**src/rtl/paint_scheduler.sv**
```systemverilog
// ---------------------------------------------------------------------------
// paint_scheduler
//
// Shares the single 64x24 box painter among three draw requesters: the
// board-clear sweep (0), the active-piece sequencer (1) and the row-redraw
// engine (2). A requester supplies a cell coordinate and a color. One winner
// per cycle is accepted into a small command FIFO, with the cell converted to
// a pixel origin on the way in. Commands are then issued to the painter one
// box at a time through its start/busy/done handshake, so no requester has to
// watch the painter itself.
//
// Configuration macro:
//   PAINT_SCHED_RR_EN  defined   -> round-robin arbitration among requesters
//                      undefined -> fixed priority req[0] > req[1] > req[2]
//
// Parameters:
//   FIFO_DEPTH  command FIFO entries (power of two, 2..16)
//
// Ports:
//   CLOCK_50   in   1   system clock
//   resetn     in   1   asynchronous active-low reset (shared with painter)
//   req        in   3   per-requester request level
//   req_x      in  12   cell x, 4 bits per requester (valid 0..9)
//   req_y      in  15   cell y, 5 bits per requester (valid 0..19)
//   req_color  in  27   3:3:3 RGB, 9 bits per requester
//   gnt        out  3   one-hot accept pulse, high the cycle after sampling
//   flush      in   1   synchronous discard of all queued commands
//   start      out  1   one-cycle painter kick
//   x0         out 10   pixel x origin to painter
//   y0         out  9   pixel y origin to painter
//   color      out  9   box color to painter
//   busy       in   1   painter working
//   done       in   1   painter completion pulse
//   idle       out  1   FIFO empty, issue FSM idle and painter not busy
//   err        out  1   sticky flag: an out-of-range cell was granted
// ---------------------------------------------------------------------------
module paint_scheduler #(
  parameter int FIFO_DEPTH = 4
) (
  input  logic        CLOCK_50,
  input  logic        resetn,
  input  logic [2:0]  req,
  input  logic [11:0] req_x,
  input  logic [14:0] req_y,
  input  logic [26:0] req_color,
  output logic [2:0]  gnt,
  input  logic        flush,
  output logic        start,
  output logic [9:0]  x0,
  output logic [8:0]  y0,
  output logic [8:0]  color,
  input  logic        busy,
  input  logic        done,
  output logic        idle,
  output logic        err
);

  localparam int PTR_W = $clog2(FIFO_DEPTH);
  localparam int CNT_W = $clog2(FIFO_DEPTH) + 1;
  localparam logic [CNT_W-1:0] DEPTH_C = CNT_W'(FIFO_DEPTH);

  typedef enum logic [1:0] {
    IDLE  = 2'd0,
    ISSUE = 2'd1,
    WAIT  = 2'd2
  } state_t;

  state_t state_q, state_d;

  logic [CNT_W-1:0] count_q, count_d;
  logic [PTR_W-1:0] wrPtr_q, wrPtr_d;
  logic [PTR_W-1:0] rdPtr_q, rdPtr_d;

  logic [9:0] fifoX_q [FIFO_DEPTH];
  logic [8:0] fifoY_q [FIFO_DEPTH];
  logic [8:0] fifoC_q [FIFO_DEPTH];

  logic [2:0] gnt_q, gnt_d;
  logic [9:0] x0_q, x0_d;
  logic [8:0] y0_q, y0_d;
  logic [8:0] color_q, color_d;
  logic       err_q, err_d;

  logic [1:0] win;
  logic       winValid;
  logic [3:0] selX;
  logic [4:0] selY;
  logic [8:0] selC;
  logic [9:0] pxD;
  logic [8:0] pyD;
  logic       inRange;
  logic       accept;
  logic       push;
  logic       pop;

  assign winValid = |req;

  // -------------------------------------------------------------------------
  // Arbitration: choose one requester among those asserting req.
  // -------------------------------------------------------------------------
`ifdef PAINT_SCHED_RR_EN
  // lastGnt_q remembers the most recent winner; the search begins with the
  // requester after it, wrapping 2 -> 0. It resets to 2 so requester 0 leads.
  logic [1:0] lastGnt_q;

  always_comb begin
    win = 2'd0;
    case (lastGnt_q)
      2'd0: begin
        if (req[1])      win = 2'd1;
        else if (req[2]) win = 2'd2;
        else             win = 2'd0;
      end
      2'd1: begin
        if (req[2])      win = 2'd2;
        else if (req[0]) win = 2'd0;
        else             win = 2'd1;
      end
      default: begin
        if (req[0])      win = 2'd0;
        else if (req[1]) win = 2'd1;
        else             win = 2'd2;
      end
    endcase
  end

  always_ff @(posedge CLOCK_50 or negedge resetn) begin
    if (!resetn) begin
      lastGnt_q <= 2'd2;
    end else if (accept) begin
      lastGnt_q <= win;
    end
  end
`else
  always_comb begin
    win = 2'd0;
    if (req[0])      win = 2'd0;
    else if (req[1]) win = 2'd1;
    else             win = 2'd2;
  end
`endif

  // Pick out the winner's fields from the packed request buses.
  always_comb begin
    selX = req_x[3:0];
    selY = req_y[4:0];
    selC = req_color[8:0];
    case (win)
      2'd1: begin
        selX = req_x[7:4];
        selY = req_y[9:5];
        selC = req_color[17:9];
      end
      2'd2: begin
        selX = req_x[11:8];
        selY = req_y[14:10];
        selC = req_color[26:18];
      end
      default: begin
        selX = req_x[3:0];
        selY = req_y[4:0];
        selC = req_color[8:0];
      end
    endcase
  end

  // Cell to pixel: x*64 is a plain shift, y*24 is y*16 + y*8.
  assign pxD = {selX, 6'b000000};
  assign pyD = {selY, 4'b0000} + {1'b0, selY, 3'b000};

  assign inRange = (selX <= 4'd9) && (selY <= 5'd19);

  // The fullness test uses the registered count, so a pop on the same edge
  // does not make room for a push until the following cycle.
  assign accept = !flush && (count_q < DEPTH_C) && winValid;

  // Out-of-range winners are still granted but never reach the painter.
  assign push = accept && inRange;

  // Flush takes precedence over a pending issue: the head is discarded along
  // with the rest of the queue rather than being sent to the painter.
  assign pop = (state_q == IDLE) && (count_q != '0) && !busy && !flush;

  // -------------------------------------------------------------------------
  // FIFO bookkeeping.
  // -------------------------------------------------------------------------
  always_comb begin
    count_d = count_q;
    wrPtr_d = wrPtr_q;
    rdPtr_d = rdPtr_q;
    if (flush) begin
      count_d = '0;
      wrPtr_d = '0;
      rdPtr_d = '0;
    end else begin
      if (push) wrPtr_d = wrPtr_q + PTR_W'(1);
      if (pop)  rdPtr_d = rdPtr_q + PTR_W'(1);
      case ({push, pop})
        2'b10:   count_d = count_q + CNT_W'(1);
        2'b01:   count_d = count_q - CNT_W'(1);
        default: count_d = count_q;
      endcase
    end
  end

  // Storage needs no reset: entries are only read once counted as valid.
  always_ff @(posedge CLOCK_50) begin
    if (push) begin
      fifoX_q[wrPtr_q] <= pxD;
      fifoY_q[wrPtr_q] <= pyD;
      fifoC_q[wrPtr_q] <= selC;
    end
  end

  // -------------------------------------------------------------------------
  // Issue FSM and painter-facing output registers. The box parameters are
  // captured at the pop and stay put until the next pop.
  // -------------------------------------------------------------------------
  always_comb begin
    state_d = state_q;
    x0_d    = x0_q;
    y0_d    = y0_q;
    color_d = color_q;
    case (state_q)
      IDLE: begin
        if (pop) begin
          state_d = ISSUE;
          x0_d    = fifoX_q[rdPtr_q];
          y0_d    = fifoY_q[rdPtr_q];
          color_d = fifoC_q[rdPtr_q];
        end
      end
      ISSUE: state_d = WAIT;
      WAIT: begin
        if (done) state_d = IDLE;
      end
      default: state_d = IDLE;
    endcase
  end

  always_comb begin
    gnt_d = 3'b000;
    err_d = err_q;
    if (accept) begin
      gnt_d = 3'b001 << win;
      if (!inRange) err_d = 1'b1;
    end
  end

  always_ff @(posedge CLOCK_50 or negedge resetn) begin
    if (!resetn) begin
      state_q <= IDLE;
      count_q <= '0;
      wrPtr_q <= '0;
      rdPtr_q <= '0;
      gnt_q   <= 3'b000;
      x0_q    <= '0;
      y0_q    <= '0;
      color_q <= '0;
      err_q   <= 1'b0;
    end else begin
      state_q <= state_d;
      count_q <= count_d;
      wrPtr_q <= wrPtr_d;
      rdPtr_q <= rdPtr_d;
      gnt_q   <= gnt_d;
      x0_q    <= x0_d;
      y0_q    <= y0_d;
      color_q <= color_d;
      err_q   <= err_d;
    end
  end

  assign gnt   = gnt_q;
  assign start = (state_q == ISSUE);
  assign x0    = x0_q;
  assign y0    = y0_q;
  assign color = color_q;
  assign err   = err_q;
  assign idle  = (count_q == '0) && (state_q == IDLE) && !busy;

endmodule

```
**config.mk**
```make
export PLATFORM = sky130hd
export DESIGN_NAME = paint_scheduler
export DESIGN_NICKNAME = d
export VERILOG_FILES = /design/src/rtl/paint_scheduler.sv
export SDC_FILE = /design/constraint.sdc
export NUM_CORES = 1
export LEC_CHECK = 0
export ABC_AREA = 1
export BUFFER_PORTS_ARGS = -buffer_cell sky130_fd_sc_hd__buf_2
export CAP_MARGIN = 20
export CORE_MARGIN = 4
export CORE_UTILIZATION = 55
export CTS_BUF_LIST = sky130_fd_sc_hd__clkbuf_16
export CTS_CLUSTER_SIZE = 25
export DETAILED_ROUTE_END_ITERATION = 16
export PLACE_DENSITY = 0.8
export REMOVE_ABC_BUFFERS = 1
export SYNTH_ARGS = -nofsm -noshare
export SYNTH_HDL_FRONTEND = slang
export SYNTH_SLANG_ARGS = --single-unit
```
**constraint.sdc**
```tcl
create_clock -name CLOCK_50 -period 2.3 [get_ports CLOCK_50]
set_input_delay 0.46 -clock CLOCK_50 [delete_from_list [all_inputs] [get_ports CLOCK_50]]
set_output_delay 0.46 -clock CLOCK_50 [all_outputs]
set_load 0.02 [all_outputs]
```
==> results of run 1 <==
==> cell type report <==
| class | instances | area [µm²] |
|---|---|---|
| multi-input combinational | 307 | 1623 |
| clock inverter | 7 | 72.57 |
| sequential | 108 | 3083 |
| inverter | 37 | 143.9 |
| timing repair buffer | 137 | 870.8 |
| fill | 602 | 2525 |
| tap | 108 | 135.1 |
| clock buffer | 9 | 225.2 |
==> worst min path at each step <==
stage	end	slack (ns)	depth (start not counted)
3_3_place_gp	err$_DFFE_PN0P_	0.45	1
2_1_floorplan	color[0]$_DFFE_PN0P_	0.16	0
3_5_place_dp	color[2]$_DFFE_PN0P_	0.46	2
6_report	color[0]$_DFFE_PN0P_	0.18	1
4_1_cts	color[7]$_DFFE_PN0P_	0.20	1
5_1_grt	color[0]$_DFFE_PN0P_	0.23	1
==> metal layers <==
metal	wire length, µm	GRT usage, %
met1	4686	28.34
met2	6075	40.58
met3	767	4.437
met4	221	8.577
met5	0	0
==> what timing repair did <==
| action | CTS | global route |
|---|---|---|
| setup endpoints to repair | 1 | 23 |
| setup buffers | 1 | 3 |
| resized for setup | 5 | 25 |
| gates cloned | 0 | 0 |
| pin swaps | 1 | 12 |
| hold buffers | 0 | 0 |
| endpoints found under the hold margin | 0 | 0 |
==> placed cells by master (no fill, tap or decap), types with 4 or more instances in the layout <==
cell                        synthesis  routed
sky130_fd_sc_hd__nor2_4             2       4
sky130_fd_sc_hd__inv_2              3       4
sky130_fd_sc_hd__nor2_1            52      49
sky130_fd_sc_hd__edfxtp_1          76      76
sky130_fd_sc_hd__clkbuf_16          0       9
sky130_fd_sc_hd__dfrtp_1           32      32
sky130_fd_sc_hd__buf_2              3      84
sky130_fd_sc_hd__nand2_1          116     113
sky130_fd_sc_hd__buf_6              1       4
sky130_fd_sc_hd__a21oi_1            4       4
sky130_fd_sc_hd__inv_1             34      32
sky130_fd_sc_hd__ha_1               8       7
sky130_fd_sc_hd__buf_4              9      46
sky130_fd_sc_hd__nand2_2            5       7
sky130_fd_sc_hd__conb_1             1       9
sky130_fd_sc_hd__o21ai_0           43      42
sky130_fd_sc_hd__o22ai_1           20      19
sky130_fd_sc_hd__a22oi_1            9       9
sky130_fd_sc_hd__nand3_1           12      12
==> critical path, delay by kind of cell <==
kind / cells / cell delay (ns)
XOR/XNOR: 1 / 0.15
adder cells (fa/ha/maj): 2 / 0.57
buffers and inverters: 4 / 0.34
AND/OR/NAND/NOR: 12 / 1.03
==> logic make-up after synthesis <==
group                      after synthesis  synth area share [%]
buffers and inverters                   66                 5.980
DFF                                    108                 62.97
and+or+nand+nor                        204                 17.97
adders and majority gates               10                 2.862
AOI/OAI and AO/OA                       81                 9.609
xor gates and xnor gates                 3                0.5368
other                                    1               0.07659
==> power groups by stage <==
| stage | clock (µW) | combinational, µW | sequential [µW] |
|---|---|---|---|
| floorplan | 0 | 493 | 2730 |
| global placement | 0 | 1170 | 2510 |
| detailed placement | 0 | 1200 | 2520 |
| CTS | 1540 | 1230 | 2480 |
| global route | 1630 | 1380 | 2510 |
| finish | 1520 | 1250 | 2480 |
==> sequential cells by signal, indices dropped and copies added, names as in the netlist <==
| register | cells |
|---|---|
| wrPtr_q | 2 |
| fifoC_q | 36 |
| fifoY_q | 24 |
| x0 | 4 |
| err | 1 |
| color | 9 |
| rdPtr_q | 2 |
| count_q | 3 |
| gnt | 3 |
| state_q | 2 |
| fifoX_q | 16 |
| y0 | 6 |
==> per-stage QoR <==
step / std cells / cell area, µm²
3_5_place_dp: 693 / 5718
4_1_cts: 710 / 6040
5_1_grt: 713 / 6153
6_report: 713 / 6153
3_3_place_gp: 693 / 5718
2_1_floorplan: 452 / 4772
==> summary by stage, run 1 <==
Power and ir drop
Internal power comes to 3600 µW. The switching component of the power is 1650 µW. Power spread over the standard cell area amounts to 853.2 mW/mm². The leakage power summed over all cells is 0.002808 µW. The overall power of the completed layout is 5250 µW. The combinational share of power is 23.8%. The share of total power in sequential cells is 47.3%.

The maximum resistive drop on vdd is 0.0003970 V. Net switching is 31.43% of the power. The clock share of power is 28.9%.

CTS
The CTS root buffer is sky130_fd_sc_hd__clkbuf_16. The clock sink count is 108. After clock tree synthesis, the clock-pin slew on the worst setup and hold paths is 0.08 ns.

The CTS tree is done. The number of levels the H-tree was split into is 3. The maximum number of buffers from clock root to sink is 2. The number of buffers inserted during clock tree synthesis is 9.

The clock reaches the later pin of the worst-skew pair after 0.35 ns.

Critical path
Setup slack on the worst reg-to-reg path comes out at 0.28 ns. The most critical setup path has its endpoint at count_q[2]$_DFFE_PN0P_. The signal arrival time at the worst endpoint is 2.58 ns. On the critical path, the stage with the largest delay is an instance of sky130_fd_sc_hd__fa_2. The highest net fanout along the worst path is 6. The reg-to-reg critical path startpoint is count_q[0]$_DFFE_PN0P_. The critical path goes through buf_6, buf_4, nand2_2, nand3_2, ha_1, nand2_1, inv_1, nand4_1, nand3_1, nand2_2, nand3_4, nand2_4, inv_2, fa_2, xor2_2, nand3b_1, nand2_1, nand2_1, nand2_1. Data on the critical path is required at its endpoint by 2.59 ns.

On the worst path, the slowest cell contributes a delay of 0.36 ns. STA classifies the critical path startpoint as an input pin. STA classifies the critical path endpoint as a flop. The worst setup path is of the in -> reg kind. The worst-case reg-to-reg path depth is 12.

The capture instance of the worst register-to-register path is count_q[2]$_DFFE_PN0P_. The most used cell along the critical path is sky130_fd_sc_hd__nand2_1. The most critical setup path has its startpoint at req[0].

Flow run
Max-cap violations in this run came to 0.

Timing
Between clock sinks in the finished design, the worst skew comes to 0.01001 ns. Setup violations remaining at the end of the flow were counted as 0. The worst setup slack after layout is 0.009745 ns. The number of hold violations in the final report is 0. The share of the cycle needed by the critical path after routing is 99.58%. Measured against its own limit, the worst slew margin works out to 49.26%. The worst hold slack is 0.1760 ns. The setup total negative slack is 0 ns.

The timing-limited maximum frequency is 436.6 MHz. The slew at the pin closest to its max-slew limit is 0.7612 ns. The max-slew violation total from the final report is 0. Counting I/O delays and the setup requirement, the final critical path takes 2.290 ns. Setup repair after global routing could not meet its margin everywhere.

Floorplanning
The die is 102.4 µm tall. The I/O pin total is 96. The total area inside the core boundary comes to 0.008678 mm². The die is 102.4 µm wide. The initial utilization of the core area, before any placement, comes to 56.42%. The number of rows in the core area is 34. The area of the die is 0.01048 mm².

Drt
The DRC marker count from the first detailed-route iteration is 159. Once detail routing completed, the nets flagged for antenna violations numbered 0. Detailed routing inserted a total of 3793 vias. The routed design has 11750 µm of wire. Dividing the detail-routed wire length by the instance count gives 16.48 µm.

After detailed routing, the number of vias per cell comes to 5.320. The remaining routing DRC violations is 0. Before antenna repair, the detailed router went through 4 iterations.

Yosys
Ranked by instance count, the synthesized netlist is headed by 116 x sky130_fd_sc_hd__nand2_1, 76 x sky130_fd_sc_hd__edfxtp_1, 52 x sky130_fd_sc_hd__nor2_1. Of the synthesized area, sequential elements account for 62.97%. The count of cell types in the netlist is 40. The most used flip-flop cell after synthesis is sky130_fd_sc_hd__edfxtp_1. Yosys mapped a number of flops with a built-in enable equal to 76.

The share of Yosys cell area claimed by the top area cell type is 46.61%. The post-synthesis cell count is 473. The synthesized area per cell is 10.35 µm². The proportion of register bits with asynchronous set or reset after synthesis is 29.63%. The leading cell type by number of instances after synthesis is sky130_fd_sc_hd__nand2_1.

The total standard cell area after synthesis is 0.004896 mm². Yosys attributes the largest share of cell area to sky130_fd_sc_hd__edfxtp_1 47%, sky130_fd_sc_hd__dfrtp_1 16%, sky130_fd_sc_hd__nand2_1 8.9%. The number of synthesized register bits is 108. During synthesis, Yosys emitted a total of 0 warnings. The post-synthesis cell type with the largest combined area is sky130_fd_sc_hd__edfxtp_1.

Finish
The share of post-route cells with drive strength above 1 is 30.58%. The final layout contains 672 nets. At the end of the flow the core is filled with cells to 70.91%. The area added between synthesis and finish is 25.68%. The number of antenna diodes in the final layout is 0.

Global routing
Global routing used 23.10% of the available tracks. The initial antenna violation count is 0. Entering global routing, the biggest net connects 41 pins.

The number of global-route vias before repair is 3726. The aggregate global routing overflow is 0. The global-route wire length before repair is 18150 µm.

Placement
The routability congestion estimate is 0.8966. OpenSTA, run right after detailed placement, puts the worst setup slack at -0.4496 ns. The detailed placement HPWL is 8076 µm. The number of buffer cells added on primary ports is 86.

Outcome
The run finished with clean final reports.

Min path
The class of the worst hold path is in -> async.
(Power assumes the default switching activity.)
==> run 2, diff against run 1 <==
Settings changed: CORE_UTILIZATION 55 to 58, PLACE_DENSITY 0.8 to 0.83.
Clock period 2.3 ns to 2.75 ns, I/O delays scaled along.
==> run 2 against run 1 <==
Critical path depth is 1 higher. Wire length is 3.6% higher. Utilization is 1.0 points higher. Power is 13% lower. Final area is 4.0% lower. Clock-buffer cell count stayed put. Clock skew is 0.0012 ns higher. Register-to-register slack better by 0.31 ns. Combinational power is 21% lower. Critical path type unchanged. Critical endpoint unchanged.
==> summary by stage, run 2 (synthesized netlist as in run 1, its figures left out) <==
Floorplanning
96 I/O pins were placed. The number of rows in the core area is 33. In this run the vertical extent of the chip is 99.88 µm. The floorplan step set the die width to 99.88 µm. The die covers 0.009975 mm².

The total area inside the core boundary comes to 0.008217 mm². The initial utilization of the core area, before any placement, comes to 59.59%.

Finish
Cells with a size suffix above 1 make up 25.68% of the layout. The finished cells cover 0.005909 mm². The largest registers in the layout are fifoC_q (36), fifoY_q (24), fifoX_q (16).

The number of antenna cells inserted is 0. The final-layout fill cell count is 582. More flip-flops sit in one register than any other, and that register is fifoC_q.

At the end of the flow, the number of nets in the layout was 651. The register with the most flip-flops in the layout has 36 of them. The area added between synthesis and finish is 20.70%. The top cell types in the final layout, fill and taps aside, are 116 x sky130_fd_sc_hd__nand2_1, 86 x sky130_fd_sc_hd__buf_2, 76 x sky130_fd_sc_hd__edfxtp_1, 52 x sky130_fd_sc_hd__nor2_1, 43 x sky130_fd_sc_hd__o21ai_0. Leaving out filler cells and counting taps, the final layout contains 689. The leading cell type in the layout, fill and taps excluded is sky130_fd_sc_hd__nand2_1.

Power and ir drop
Summed over all cells, the static leakage comes to 0.002712 µW. IR analysis of the VDD net gives a maximum drop of 0.0003646 V. The share of total power in sequential cells is 45.6%.

The power density of the placed cells is 772.2 mW/mm². Combinational cells account for 21.7% of the total power. The switching component of the power is 1348 µW. The share of total power dissipated in the clock network is 32.7%. The net switching share of the total power is 29.54%. The internal power of the cells totals 3216 µW.

Timing
The timing-limited maximum frequency is 397.3 MHz. The relative slew slack is 46.54%. Setup violations remaining at the end of the flow were counted as 0. The number of hold violations in the final report is 0. Setup repair after global routing left no endpoint under its margin. For the finished layout, the period the worst path requires is 2.517 ns. The max-slew violation total from the final report came to 0.

At the pin with the least slew margin, the transition time is 0.8019 ns. In the finished design, the share of the clock period the worst path needs comes to 91.52%. Across the routed clock network, the largest skew measured is 0.01118 ns.

CTS
The clock sink count is 108. Clock-pin slew was measured on the worst setup and hold paths at 0.07 ns. The setup fix buffers added after clock tree synthesis is 0. For the worst-skew pair, the clock arrives at the later sink with an insertion delay of 0.35 ns. Clock tree synthesis inserted a total of 9 buffers. The maximum number of buffers from clock root to sink is 2. The CTS tree is done. CTS built an H-tree with a depth of 3. The tree is rooted in a sky130_fd_sc_hd__clkbuf_16.

Global routing
The initial antenna violation count is 0. The number of global-route vias before repair is 3904. Global routing used 25.03% of the available tracks across all layers. For met3 alone, demand over resource in global routing was 4.587%. For this run, global-route usage on met2 was measured as 43.82%. The met1 capacity usage during global routing is 29.63%.

The layer flagged by global routing as most heavily used is met2. After global routing the overflow that remains totals 0. The first global-routing pass estimated 19020 µm of wire.

The largest net degree at the start of global routing is 39.

Critical path
STA puts the critical path data required time at 2.99 ns. STA classifies the critical path endpoint as a flop. The startpoint type of the worst setup path is an input pin.

The largest single stage delay on the critical path is 0.38 ns. The timing startpoint of the critical path is req[0]. The signal arrival time at the worst endpoint is 2.76 ns.

The startpoint identified for the worst register-to-register timing path is count_q[0]$_DFFE_PN0P_. Among the stages of the critical path, the cell type that occurs most often is sky130_fd_sc_hd__nand2_1. On the critical path, the stage with the largest delay is an instance of sky130_fd_sc_hd__fa_1.

The highest net fanout along the worst path is 6. The setup path with the least slack is of type in -> reg. The critical path goes through buf_2, nor2_4, nand2_1, nand3_2, inv_1, ha_1, nand2_1, inv_1, nand4_1, nand3_1, nand2_2, nand3_4, nand2_4, inv_1, fa_1, xor2_1, nand3b_1, nand2_1, nand2_1, nand2_1.

Drt
Dividing the detail-routed wire length by the instance count gives 17.67 µm. The remaining number of nets flagged by the antenna check after routing is 0. The via density per instance is 5.583. For this block, the initial DRC count from the detailed router was 331.

The detailed router placed 3847 vias in this run. The final layout contains routed wiring with a total length of 12180 µm. For this run, the detailed router's first-pass iteration total came to 5. After detailed routing, the number of remaining DRC violations is 0.

Outcome
The flow ran to the end, and the final reports show no timing, DRC or antenna violations.

Placement
The routability congestion estimate is 0.9433. The placed cell area is 0.005559 mm². Once placement completed, the tool counted placed cells totaling 673. The detailed placement HPWL is 8302 µm. The number of buffer cells added on primary ports is 86.

Min path
The class of the worst hold path is in -> async.

Flow run
The number of max-cap violations is 0.
run 2: layout make-up:
cell class | instances | area [µm²] | share of cell area [%]
Clock inverter | 7 | 122.6 | 2.075
Inverter | 37 | 141.4 | 2.393
Tap cell | 105 | 131.4 | 2.223
Clock buffer | 9 | 225.2 | 3.811
Multi-Input combinational cell | 307 | 1550 | 26.23
Sequential cell | 108 | 3083 | 52.17
Timing Repair Buffer | 116 | 655.6 | 11.09
run 2: critical path: cells and delay by family:
family | cells | cell delay [ns]
buffers and inverters | 4 | 0.28
xor gates and xnor gates | 1 | 0.23
and+or+nand+nor | 13 | 1.10
adders and majority gates | 2 | 0.57
run 2: worst paths after layout:
kind	to	slack, ns	cells past startpoint
max reg2reg	count_q[2]$_DFFE_PN0P_	0.59	12
max	count_q[2]$_DFFE_PN0P_	0.23	20
min in group CLOCK_50	state_q[1]$_DFFE_PN0P_	0.38	2
min reg2reg	err$_DFFE_PN0P_	0.47	1
max in group asynchronous	wrPtr_q[1]$_DFFE_PN0P_	1.96	1
min	wrPtr_q[0]$_DFFE_PN0P_	0.29	1
run 2: power by group through the flow:
stage / clock network (µW) / registers [µW] / logic (µW)
finish: 1490 / 2080 / 991
CTS: 1500 / 2080 / 990
global placement: 0 / 2110 / 942
detailed placement: 0 / 2110 / 980
global route: 1560 / 2100 / 1090
floorplan: 0 / 2280 / 412
run 2: timing repair:
| action | 4_1_cts | 5_1_grt |
|---|---|---|
| setup endpoints to repair | 0 | 1 |
| hold buffers | 0 | 0 |
| resized for setup | 0 | 1 |
run 2: per-stage QoR:
| stage | hold WS, ns | util (%) | TNS (ns) | total power, µW | setup slack (ns) |
|---|---|---|---|---|---|
| floorplan | 0.2544 | - | -12.72 | 2693 | -0.1673 |
| global placement | 0.4493 | 67.66 | 0 | 3048 | 0.02554 |
| detailed placement | 0.4572 | 67.66 | -0.08194 | 3094 | -0.08194 |
| CTS | 0.2972 | 71.89 | 0 | 4572 | 0.2358 |
| global route | 0.3378 | 71.92 | 0 | 4748 | 0.01440 |
| finish | 0.2896 | 71.92 | 0 | 4563 | 0.2332 |
run 2: routing by layer:
metal / wire, µm / up-vias
li1: - / 1792
met1: 4729 / 1816
met2: 6082 / 197
met3: 952 / 42
met4: 410 / 0
met5: 0 / -
==> run 3, diff against run 2 <==
Settings changed: CORE_ASPECT_RATIO set to 0.7.
==> run 3 against run 2 <==
Non-clock buffer count fell by 3. Cell count fell by 1.0%. Wire length fell by 1.5%. Die area rose by 0.24%. Clock-buffer cell count did not move. Clock skew fell by 0.0038 ns. Register-to-register slack improved by 0.06 ns. Sequential share of layout area rose by 0.57 points. Final area fell by 1.1%. Sequential power barely moved. Combinational power barely moved. Sequential cell count did not move. Critical path type unchanged. Largest power group unchanged. Highest routed layer unchanged.
==> summary by stage, run 3 (synthesized netlist as in run 1, its figures left out) <==
Flow run
Max-cap violations in this run came to 0.

Global routing
Global routing used 24.71% of the available tracks across all layers. The number of global-route vias before repair is 3829. The initial antenna violation count was 0.

The largest net degree at the start of global routing is 41. The first global-routing pass estimated 19250 µm of wire. The total overflow left after global routing is 0.

Timing
The worst setup slack after layout is 0.2370 ns. For the pin with the worst max-slew slack, the measured transition is 0.9741 ns. The minimum clock period after layout is 2.513 ns. The clock arrives with 0.007367 ns of skew. The number of hold violations in the final report is 0. The total setup violations reported at the end of the flow is 0.

The share of the cycle needed by the critical path after routing is 91.38%. Derived from the worst setup path, the maximum achievable clock frequency is 397.9 MHz. Setup repair after global routing left no endpoint under its margin. The relative slew slack is 34.99%. The max-slew violation total from the final report is 0.

Drt
The first detailed-routing pass took 5 iterations. The via density per instance is 5.647. For this block, the initial DRC count from the detailed router was 296. In the routed design, unresolved DRC markers number 0. Summing over every cut layer, the via total after detailed routing is 3851. The average wire length per cell after detail routing is 17.58 µm.

The total wire length after detailed routing is 11990 µm. The remaining number of nets flagged by the antenna check after routing is 0.

Finish
The top register by number of flip-flops is fifoC_q. The library cells used most frequently in the layout, excluding fill and tap cells, are 116 x sky130_fd_sc_hd__nand2_1, 86 x sky130_fd_sc_hd__buf_2, 76 x sky130_fd_sc_hd__edfxtp_1, 48 x sky130_fd_sc_hd__nor2_1, 43 x sky130_fd_sc_hd__o21ai_0. The number of antenna cells inserted is 0. Leaving out fill and tap cells, the most frequent cell in the layout is sky130_fd_sc_hd__nand2_1. The register with the most flip-flops in the layout has 36 of them.

The largest registers in the layout are fifoC_q (36), fifoY_q (24), fifoX_q (16). The area growth from synthesis to layout is 19.40%. The share of post-route cells with drive strength above 1 is 25.13%. The net count of the finished layout is 648. The post-route non-filler standard cell count is 682. The fraction of the core area covered by cells at the end of the flow is 72.70%.

CTS
Counting the buffers created by CTS gives 9. The root buffer cell chosen for the clock tree is sky130_fd_sc_hd__clkbuf_16. The maximum number of buffers from clock root to sink is 2. The number of levels the H-tree was split into is 3.

Counting every sink on the clock net gives 108. The setup fix buffers added after clock tree synthesis is 0. Clock-pin slew was measured on the worst setup and hold paths at 0.07 ns. After clock tree synthesis, the repair step resized 0 gates. The count of hold buffers inserted by post-cts repair is 0. TritonCTS built the clock tree. Clock latency on the worst-skew pair, taken at its later pin, is 0.34 ns.

Power and ir drop
The worst-case IR drop observed on VDD is 0.0004094 V. In this run the static leakage power is 0.002668 µW. The overall power of the completed layout is 4215 µW. Power spread over the standard cell area amounts to 721.1 mW/mm².

Placement
The detailed placement HPWL is 8012 µm. The number of placed instances, taps included, is 666. The pre-CTS setup slack is -0.04344 ns. During placement, the flow inserted port buffers numbering 86.

Routability-driven placement finished with a final weighted congestion of 0.9596.

Critical path
The worst setup path is of the in -> reg kind. The endpoint required time on the critical path is 3.03 ns. The highest net fanout along the worst path is 6.

The startpoint type of the worst setup path is an input pin. STA puts the critical path data arrival time at 2.80 ns. The endpoint class of the critical path is a flop. For the worst flop-to-flop path, the logic depth is 12.

Floorplanning
From bottom edge to top edge, the die measures 84.87 µm. The I/O pin total is 96. The floorplan step set the die width to 117.8 µm. In this run the core area contains 27 standard-cell rows. After floorplanning, the core was sized to cover 0.008040 mm². The die covers 0.009999 mm². The initial core utilization is 60.89%.

Outcome
The run finished with clean final reports.

Min path
The path class of the tightest hold or removal check is in -> async.
-- run 3: per-layer routing --
layer | track usage [%] | vias up | routed length, µm
li1 | - | 1785 | -
met1 | 31.77 | 1838 | 4943
met2 | 41.50 | 203 | 5848
met3 | 5.996 | 25 | 1019
met4 | 8.936 | 0 | 179
met5 | 0 | - | 0
-- run 3: critical path, cell delays in order --
cell	delay [ns]
sky130_fd_sc_hd__buf_2	0.15
sky130_fd_sc_hd__nor2_4	0.17
sky130_fd_sc_hd__nand2_1	0.09
sky130_fd_sc_hd__nand3_2	0.08
sky130_fd_sc_hd__inv_1	0.07
sky130_fd_sc_hd__ha_1	0.22
sky130_fd_sc_hd__nand2_1	0.07
sky130_fd_sc_hd__inv_1	0.04
sky130_fd_sc_hd__nand4_1	0.08
sky130_fd_sc_hd__nand3_1	0.10
sky130_fd_sc_hd__nand2_2	0.10
sky130_fd_sc_hd__nand3_4	0.08
sky130_fd_sc_hd__nand2_4	0.06
sky130_fd_sc_hd__inv_1	0.05
sky130_fd_sc_hd__fa_1	0.37
sky130_fd_sc_hd__xor2_1	0.17
sky130_fd_sc_hd__nand3b_1	0.16
sky130_fd_sc_hd__nand2_1	0.07
sky130_fd_sc_hd__nand2_1	0.05
sky130_fd_sc_hd__nand2_1	0.05
-- run 3: cell type report --
| type | count | area, µm² |
|---|---|---|
| well taps | 101 | 126.4 |
| multi-input cells | 307 | 1560 |
| repair buffers | 113 | 683.2 |
| inverters | 37 | 138.9 |
| clock inverters | 7 | 28.78 |
| clock buffers | 9 | 225.2 |
| fillers | 544 | 2195 |
| flip-flops and latches | 108 | 3083 |
-- run 3: path summary, 6_finish.rpt --
| path | slack [ns] | startpoint | to |
|---|---|---|---|
| max | 0.24 | req[0] | count_q[2]$_DFFE_PN0P_ |
| max reg2reg | 0.65 | count_q[0]$_DFFE_PN0P_ | count_q[2]$_DFFE_PN0P_ |
| max in group asynchronous | 1.96 | resetn | y0[8]$_DFFE_PN0P_ |
| min in group CLOCK_50 | 0.39 | done | state_q[1]$_DFFE_PN0P_ |
| min | 0.29 | resetn | color[2]$_DFFE_PN0P_ |
| min reg2reg | 0.47 | err$_DFFE_PN0P_ | err$_DFFE_PN0P_ |
-- run 3: power breakdown --
part | total, µW | internal, µW | switching [µW] | leakage [µW]
Clock | 1130 | 596 | 532 | 0.000136
Combinational | 1010 | 346 | 668 | 0.00143
Sequential | 2070 | 1980 | 91.6 | 0.00110
Total | 4220 | 2920 | 1290 | 0.00267
-- run 3: through the flow --
step	area (µm²)	setup TNS (ns)	hold WS, ns
finish	5846	0	0.2907
global route	5846	0	0.3421
CTS	5846	0	0.3079
detailed placement	5592	-0.04344	0.4500
global placement	5592	0	0.4500
floorplan	4772	-12.72	0.2544
